`config.mk`:
```
export PLATFORM = sky130hd
export DESIGN_NAME = campfire_checkpoint
export DESIGN_NICKNAME = d
export VERILOG_FILES = /design/src/rtl/campfire_checkpoint.sv
export SDC_FILE = /design/constraint.sdc
export NUM_CORES = 1
export LEC_CHECK = 0
export ABC_AREA = 1
export CAP_MARGIN = 20
export CORE_MARGIN = 3
export CORE_UTILIZATION = 40
export CTS_CLUSTER_DIAMETER = 80
export DETAILED_ROUTE_END_ITERATION = 10
export PLACE_DENSITY = 0.7
export SLEW_MARGIN = 20
export SYNTH_ARGS = -nofsm -noshare
export SYNTH_HDL_FRONTEND = slang
export SYNTH_SLANG_ARGS = --single-unit
```
`constraint.sdc`:
```
create_clock -name sim_clk -period 1.9 [get_ports sim_clk]
set_input_delay 0.285 -clock sim_clk [delete_from_list [all_inputs] [get_ports sim_clk]]
set_output_delay 0.285 -clock sim_clk [all_outputs]
set_load 0.05 [all_outputs]
```
`src/rtl/campfire_checkpoint.sv`:
```
// campfire_checkpoint
//   Campfire checkpoint controller. The player lights the fire by standing on
//   it and holding interact for IGNITE_TICKS frame ticks. Once lit, the
//   respawn point is latched above the campfire and the flame animates. A
//   fresh interact press while overlapping re-saves the respawn point.
//
// Ports
//   sim_clk         : sole clock, rising edge
//   reset_n         : asynchronous active-low reset
//   frame_tick      : one-cycle pulse per video frame
//   campfireState   : {x[9:0], y[9:0], 12'(ignored)}
//   playerState     : {x[9:0], y[9:0], 12'(ignored)}
//   interact        : level-sensitive interact button
//   checkpointState : {respawnX, respawnY, state[1:0], flameFrame[2:0], lit, 6'b0}
//   save_pulse      : one-cycle strobe on every checkpoint save
module campfire_checkpoint #(
  parameter int unsigned CAMPFIRE_W   = 16,
  parameter int unsigned CAMPFIRE_H   = 16,
  parameter int unsigned PLAYER_W     = 16,
  parameter int unsigned PLAYER_H     = 16,
  parameter int unsigned IGNITE_TICKS = 30,
  parameter int unsigned FLAME_FRAMES = 6,
  parameter int unsigned FLAME_DIV    = 4,
  parameter logic [9:0]  SPAWN_X      = 10'd20,
  parameter logic [9:0]  SPAWN_Y      = 10'd200
) (
  input  logic        sim_clk,
  input  logic        reset_n,
  input  logic        frame_tick,
  input  logic [31:0] campfireState,
  input  logic [31:0] playerState,
  input  logic        interact,
  output logic [31:0] checkpointState,
  output logic        save_pulse
);

  localparam int unsigned CNT_W = $clog2(IGNITE_TICKS) + 1;
  localparam int unsigned DIV_W = $clog2(FLAME_DIV) + 1;

  typedef enum logic [1:0] {
    UNLIT    = 2'd0,
    IGNITING = 2'd1,
    LIT      = 2'd2
  } state_e;

  state_e             state_q;
  logic [CNT_W-1:0]   ignite_cnt_q;
  logic [DIV_W-1:0]   flame_div_q;
  logic [2:0]         flame_frame_q;
  logic               save_pulse_q;
  logic [9:0]         respawn_x_q;
  logic [9:0]         respawn_y_q;
  logic               interact_q;

  logic [9:0]  cx, cy, px, py;
  logic        overlap;
  logic        engaged;
  logic        interact_rise;
  logic [9:0]  respawn_y_d;
  logic        unused_lsbs;

  assign cx = campfireState[31:22];
  assign cy = campfireState[21:12];
  assign px = playerState[31:22];
  assign py = playerState[21:12];
  assign unused_lsbs = ^{campfireState[11:0], playerState[11:0]};

  // Sums carried in 11 bits so objects near x/y = 1023 never wrap to 0.
  assign overlap = ({1'b0, px} < ({1'b0, cx} + 11'(CAMPFIRE_W))) &&
                   (({1'b0, px} + 11'(PLAYER_W)) > {1'b0, cx}) &&
                   ({1'b0, py} < ({1'b0, cy} + 11'(CAMPFIRE_H))) &&
                   (({1'b0, py} + 11'(PLAYER_H)) > {1'b0, cy});

  assign engaged       = overlap && interact;
  assign interact_rise = interact && !interact_q;

  // Respawn sits one player-height above the campfire, clamped at the top row.
  assign respawn_y_d = ({1'b0, cy} >= 11'(PLAYER_H)) ?
                       10'({1'b0, cy} - 11'(PLAYER_H)) : '0;

  always_ff @(posedge sim_clk or negedge reset_n) begin
    if (!reset_n) begin
      state_q       <= UNLIT;
      ignite_cnt_q  <= '0;
      flame_div_q   <= '0;
      flame_frame_q <= '0;
      save_pulse_q  <= 1'b0;
      respawn_x_q   <= SPAWN_X;
      respawn_y_q   <= SPAWN_Y;
      interact_q    <= 1'b0;
    end else begin
      interact_q   <= interact;
      save_pulse_q <= 1'b0;
      case (state_q)
        UNLIT: begin
          ignite_cnt_q  <= '0;
          flame_div_q   <= '0;
          flame_frame_q <= '0;
          if (engaged) begin
            state_q <= IGNITING;
          end
        end
        IGNITING: begin
          flame_div_q   <= '0;
          flame_frame_q <= '0;
          // Losing engagement wins over a coincident frame tick.
          if (!engaged) begin
            state_q      <= UNLIT;
            ignite_cnt_q <= '0;
          end else if (frame_tick) begin
            if (ignite_cnt_q == CNT_W'(IGNITE_TICKS - 1)) begin
              state_q      <= LIT;
              ignite_cnt_q <= '0;
              respawn_x_q  <= cx;
              respawn_y_q  <= respawn_y_d;
              save_pulse_q <= 1'b1;
            end else begin
              ignite_cnt_q <= ignite_cnt_q + 1'b1;
            end
          end
        end
        LIT: begin
          if (interact_rise && overlap) begin
            respawn_x_q  <= cx;
            respawn_y_q  <= respawn_y_d;
            save_pulse_q <= 1'b1;
          end
          if (frame_tick) begin
            if (flame_div_q == DIV_W'(FLAME_DIV - 1)) begin
              flame_div_q <= '0;
              if (flame_frame_q == 3'(FLAME_FRAMES - 1)) begin
                flame_frame_q <= '0;
              end else begin
                flame_frame_q <= flame_frame_q + 1'b1;
              end
            end else begin
              flame_div_q <= flame_div_q + 1'b1;
            end
          end
        end
        default: begin
          state_q       <= UNLIT;
          ignite_cnt_q  <= '0;
          flame_div_q   <= '0;
          flame_frame_q <= '0;
        end
      endcase
    end
  end

  assign checkpointState = {respawn_x_q, respawn_y_q, state_q, flame_frame_q,
                            (state_q == LIT), 6'b0};
  assign save_pulse      = save_pulse_q;

endmodule

```
**Word level (Yosys, flattened, before mapping)**

Index checks and enable logic that the tools add are counted.

- Bitwise logic cells: 1
- Mux-type cells: 32
- Magnitude comparators: 5
- Add/sub/neg operators: 8
- Equal/unequal tests: 14
- Reductions and logical operators: 13

Operators with widths:

| kind | number |
|---|---|
| $mux 10 | 9 |
| $add 10x5->11 const B | 4 |
| $pmux 10 s2 | 2 |
| $gt 11x10->1 | 2 |
| $lt 10x11->1 | 2 |
| $mux 3 | 7 |
| $mux 6 | 3 |
| $pmux 6 s2 | 1 |
| $ge 10x5->1 const B | 1 |
| $ne 2x2->1 const B | 5 |
| $sub 10x5->10 const B | 1 |
| $mux 2 | 4 |
| $add 3x1->3 const B | 2 |
| $add 6x1->6 const B | 1 |
| $eq 6x5->1 const B | 1 |
| $logic_and 1x1->1 | 6 |
| $ne 3x3->1 const B | 2 |
| $pmux 2 s3 | 1 |
| $reduce_and 5->1 | 1 |
| $mux 1 | 4 |
| $ne 2x1->1 const B | 2 |
| $reduce_and 2->1 | 2 |
| $reduce_and 4->1 | 1 |
| $eq 3x2->1 const B | 1 |
| other kinds (8) | 8 |

- Word-level logic and storage cells: 81
- Output and inout bits: 33
- Register bits: 36
- Input port bits: 68

**Longest topological paths before layout**

- Word-level depth: 8
- Mapped depth: 19
- Gate-level depth less buffers: 19

**Worst setup path after synthesis**

OpenSTA, ideal clock, no wires.

- Kind: input to register
- Start point: input playerState[16]
- End point: register respawn_x_q[0]
- Path slack: -0.427 ns
- Arrival: 2.207 ns
- Library setup time: 0.119 ns
- Stages on the path: 19
- Data required time: 1.781 ns
- Buffers on the path: 1
- Cell sequence: ha_1 inv_1 nor2_2 xnor2_1 inv_1 ha_1 nand2_1 nor2_1 nand3_1 nor2_1 nor2_1 nand3_1 nor2_4 nand3_2 o21ai_4 nand2_4 buf_6 nand2_1 nand2_1

- Cells in the longest elaborated chain, start to end: 6
- Elaborated cells between the ends (all ways): 10
- Those cells by class: add/sub: 1; order compare: 2; eq/ne: 2; reduce/logical: 5

RTL lines:

| element | RTL line | source |
|---|---|---|
| start: declaration | 31 | `input logic [31:0] playerState,` |
| $add 10x5->11 or $lt 10x11->1 (tied branches) | 72, 71 |  |
| $gt 11x10->1 or $logic_and 1x1->1 (tied branches) | 72, 70 |  |
| $logic_and 1x1->1 * | 71 | `({1'b0, py} < ({1'b0, cy} + 11'(CAMPFIRE_H))) &&` |
| $logic_and 1x1->1 (on tied branches) | 74, 123 |  |
| $ne 2x2->1 (no line) or $ne 2x1->1 (tied branches) | - |  |
| $reduce_and 5->1 (no line) * | - |  |
| end signal: assignment | 88 | `respawn_x_q <= SPAWN_X;` |
| end signal: assignment | 114 | `respawn_x_q <= cx;` |
| end signal: assignment | 124 | `respawn_x_q <= cx;` |
| end: declaration | 51 | `logic [9:0] respawn_x_q;` |

Mark *: on every way between the ends. The rest lies on a longest branch, timed or not.
A chain may end at the register's enable or synchronous reset.

**Worst setup path in the final report**

- Start point: input campfireState[17]
- End point: register respawn_y_q[8]

- Cells in the longest elaborated chain, start to end: 7
- Elaborated cells between the ends (all ways): 18
- Those cells by class: add/sub: 2; order compare: 3; eq/ne: 2; mux: 6; reduce/logical: 5

RTL lines:

| element | RTL line | source |
|---|---|---|
| start: declaration | 30 | `input logic [31:0] campfireState,` |
| $add 10x5->11 | 71 |  |
| $lt 10x11->1 | 71 |  |
| $logic_and 1x1->1 | 70 | `(({1'b0, px} + 11'(PLAYER_W)) > {1'b0, cx}) &&` |
| $logic_and 1x1->1 | 71 |  |
| $logic_and 1x1->1 (on tied branches) | 74, 123 |  |
| $ne 2x2->1 (no line) or $ne 2x1->1 (tied branches) | - |  |
| $reduce_and 5->1 (no line) | - |  |
| end signal: assignment | 115 | `respawn_y_q <= respawn_y_d;` |
| end signal: assignment | 125 | `respawn_y_q <= respawn_y_d;` |
| end: declaration | 52 | `logic [9:0] respawn_y_q;` |

Parallel ways exist; a longest one is shown, timed or not. The select of a mux whose other input is x is not followed.

==> results.md <==
* Yosys warning count at 0
* Sum of internal, switching and leakage power at 4.89 mW
* Placed Area at 4600 µm²
* Slew Viols, Final at 0
* Global-route wire length before repair at 15,800 µm
* IO Pins at 101
* CTS Sinks at 36
* P_leak at 2.63 nW
* Detailed-placement wirelength estimate at 6860 µm
* Avg Inst Size Synth at 7.40 µm²
* Area delta synth->final at 58.1%
* Synth top area cells: sky130_fd_sc_hd__dfrtp_1 24%, sky130_fd_sc_hd__ha_1 17%, sky130_fd_sc_hd__nand2_1 13%, sky130_fd_sc_hd__inv_1 6.7%, sky130_fd_sc_hd__nand3_1 6.1%
* Final RePlAce weighted congestion at roughly 0.84
* Worst reg2reg path depth at 10
* Worst setup EP type: register
* Crit path required time at between 2 and 2.5 ns
* Share of flip-flops with an asynchronous set or reset after synthesis at 100%
* Number of enable flip-flop cells after synthesis at 0
* Final setup violation count at 29
* Fraction of synthesized cell area taken by the top area cell type at 23.6%
* Setup repair after global routing missed its margin: yes
* Highest ir drop seen on vdd at approximately 0.34 mV
* Via count of the first global-routing pass at roughly 3,500
* Most common library cells after synthesis: 110 x sky130_fd_sc_hd__nand2_1, 59 x sky130_fd_sc_hd__inv_1, 44 x sky130_fd_sc_hd__ha_1
* Clock Root Buffer: sky130_fd_sc_hd__clkbuf_8
* Via count at 3,406
* Placeable core region at around 8000 µm²
* CTS H-tree lvls at 2
* Remaining routing DRC violations at 0
* Post-Route Setup TNS at -8.50 ns
* Rel. slew slack at 48.1%
* Post-synthesis cell type count at 34
* Post-route clock period utilization at 119%
* Worst setup skew after layout at 0.00966 ns
* Worst skew pair latency at roughly 0.29 ns
* Violated checks: negative setup slack
* Port-buffer cells at 70
* Starting density of the core at 41.9%
* Max capacitance violation total at 0
* Total power per unit cell area at around 940 nW/µm²
* Number of antenna violations at the first check in global routing at 0
* Timing-limited maximum frequency at 444 MHz
* Overall die height at 96.7 µm
* Avg Vias per Cell at 4.87
* Violation count after the first detailed-route iteration at 133
* Top flip-flop cell by instance count after synthesis: sky130_fd_sc_hd__dfrtp_1
* Number of diodes added for antenna fixing at 0
* Full die area at between 9000 and 10,000 µm²
* Total wire length at ~9500 µm
* Path type of the worst setup path: input port to register
* Share of the yosys chip area belonging to registers at 27.6%
* Transition at the pin with the smallest max-transition slack at a little under 0.8 ns
* Share of layout cells above drive strength 1 at 37.1%
* Worst hold slack across all endpoints at 0.0641 ns
* Number of standard cells after synthesis at about 440
* Pin count of the biggest net entering global routing at 37
* Average wire per cell in the routed design at 13.5 µm
* Post-synth top area cell: sky130_fd_sc_hd__dfrtp_1
* Startpoint kind of the worst setup timing path: input port
* Max FO, Critical Path at 8
* Maximum buffer depth of the clock tree at 2
* Number of failing hold endpoints at the final stage at 0
* Outcome: finished with violations
* Post-route core utilization at 66.2%
* Total Nets Final at 709
* Final instance area at 5190 µm²
* Arrival time at the worst endpoint at 2.44 ns
* FP Rows at 32
* Min cycle time layout at 2.25 ns
* Synthesized cell area at roughly 3300 µm²
* Horiz. Die Dim at slightly below 100 µm
* All-Layer GR Usage at roughly a fifth
* Clock tree from TritonCTS: done
* Number of nets with antenna violations after detailed routing at 0
* Area of all sequential standard cells at ~910 µm²
* Remaining global-route overflow at 0
* Cts bufs inserted at 5
* Type of the worst min-delay path: input port to async pin
* Flip-flop and latch count after synthesis at 36
* Clock transition time at the flip-flop clock pins of the worst setup and hold paths at about 0.07 ns
* Setup WS post-layout at -0.354 ns
* Number of inserted filler cells in the final layout at 660
* Most frequent cell after synthesis: sky130_fd_sc_hd__nand2_1
* Number of optimization iterations in the first detailed-route pass at 5
* Multi-input logic area at 2460 µm²
## path summary, 6_finish.rpt
kind                                         from         endpoint  slack, ns
worst max-delay path            campfireState[17]   respawn_y_q[8]      -0.35
worst min-delay path                      reset_n  ignite_cnt_q[1]       0.06
worst max register to register    ignite_cnt_q[1]   respawn_x_q[3]       0.13
worst min register to register     respawn_y_q[6]   respawn_y_q[6]       0.47
max in group asynchronous                 reset_n   respawn_y_q[2]       1.33
min in group sim_clk            campfireState[26]   respawn_x_q[4]       0.37
## state kept, by name (all words and copies together) (netlist names)
signal         count
ignite_cnt_q       6
flame_frame_q      3
flame_div_q        3
state_q            2
interact_q         1
respawn_x_q       10
respawn_y_q       10
save_pulse         1
## what timing repair did
action	4_1_cts	5_1_grt
setup buffers	9	3
cloned	7	0
setup endpoints to repair	29	29
pin swaps	67	13
gates resized for setup	167	21
hold buffers	0	0
## power by group
| group | internal [mW] | switching [mW] |
|---|---|---|
| Clock | 0.331 | 0.274 |
| Sequential | 1.03 | 0.183 |
| Combinational | 1.16 | 1.91 |
| Total | 2.53 | 2.37 |
## cell usage in the layout (no fill, tap or decap), types with 5 or more instances in the layout
master | synthesis | final
sky130_fd_sc_hd__a21oi_1 | 19 | 15
sky130_fd_sc_hd__buf_2 | 0 | 6
sky130_fd_sc_hd__buf_4 | 9 | 76
sky130_fd_sc_hd__buf_6 | 4 | 15
sky130_fd_sc_hd__clkbuf_8 | 0 | 7
sky130_fd_sc_hd__clkdlybuf4s50_1 | 0 | 32
sky130_fd_sc_hd__conb_1 | 1 | 6
sky130_fd_sc_hd__dfrtp_1 | 31 | 31
sky130_fd_sc_hd__dfstp_2 | 5 | 5
sky130_fd_sc_hd__dlygate4sd2_1 | 0 | 14
sky130_fd_sc_hd__ha_1 | 44 | 37
sky130_fd_sc_hd__ha_4 | 0 | 6
sky130_fd_sc_hd__inv_1 | 59 | 49
sky130_fd_sc_hd__inv_2 | 1 | 9
sky130_fd_sc_hd__nand2_1 | 110 | 90
sky130_fd_sc_hd__nand2_2 | 7 | 26
sky130_fd_sc_hd__nand2_4 | 2 | 5
sky130_fd_sc_hd__nand3_1 | 40 | 20
sky130_fd_sc_hd__nand3_2 | 4 | 20
sky130_fd_sc_hd__nand3b_1 | 10 | 10
sky130_fd_sc_hd__nand4_1 | 6 | 6
sky130_fd_sc_hd__nor2_1 | 32 | 26
sky130_fd_sc_hd__nor2_2 | 2 | 5
sky130_fd_sc_hd__nor2_4 | 2 | 5
sky130_fd_sc_hd__nor3_2 | 0 | 5
sky130_fd_sc_hd__o21ai_1 | 0 | 6
sky130_fd_sc_hd__xnor2_1 | 8 | 5
sky130_fd_sc_hd__xor2_1 | 14 | 13
## through the flow
stage | worst slack, ns | std cells
after floorplan | -0.367 | 449
after global placement | -1.15 | 673
after detailed placement | -1.17 | 673
after CTS | -0.288 | 697
after global routing | -0.520 | 700
final | -0.354 | 700
## area by class of cell
type / instances / share of cell area (%)
sequential: 36 / 17.5
multi-input combinational: 338 / 47.4
timing repair buffer: 153 / 26.1
inverter: 63 / 4.70
clock buffer: 8 / 1.93
tap: 102 / 2.46
## critical path, cell delays in order
cell	delay [ns]
sky130_fd_sc_hd__buf_4	0.11
sky130_fd_sc_hd__ha_4	0.17
sky130_fd_sc_hd__nand3_4	0.09
sky130_fd_sc_hd__xor2_2	0.19
sky130_fd_sc_hd__ha_1	0.29
sky130_fd_sc_hd__nand2_1	0.07
sky130_fd_sc_hd__inv_1	0.04
sky130_fd_sc_hd__nand3_1	0.07
sky130_fd_sc_hd__inv_1	0.04
sky130_fd_sc_hd__nand2_1	0.08
sky130_fd_sc_hd__inv_1	0.05
sky130_fd_sc_hd__nor2_2	0.09
sky130_fd_sc_hd__nand3_2	0.10
sky130_fd_sc_hd__nor2_4	0.14
sky130_fd_sc_hd__nand2_4	0.08
sky130_fd_sc_hd__o21ai_4	0.21
sky130_fd_sc_hd__nand2_4	0.16
sky130_fd_sc_hd__nand2_2	0.10
sky130_fd_sc_hd__nand2_1	0.05
## metal layers
| metal | vias up | GRT usage, % | share of wire (%) |
|---|---|---|---|
| met5 | - | 0 | 0 |
| met4 | 0 | 7.13 | 2.5 |
| met3 | 22 | 2.31 | 3.5 |
| met2 | 86 | 37.3 | 54 |
| met1 | 1574 | 23.3 | 40 |
| li1 | 1724 | - | - |
## logic make-up (layout without fill, tap and decap cells)
kind of cell,count (synthesis),in the layout,synth area share [%]
simple gates,227,230,32.3
flops,36,36,27.6
fa+ha+maj,44,44,16.7
compound gates,36,36,6.55
other cells,1,6,0.114
buf+inv,78,224,10.8
xor+xnor,22,22,5.86
(Power assumes the default switching activity.)
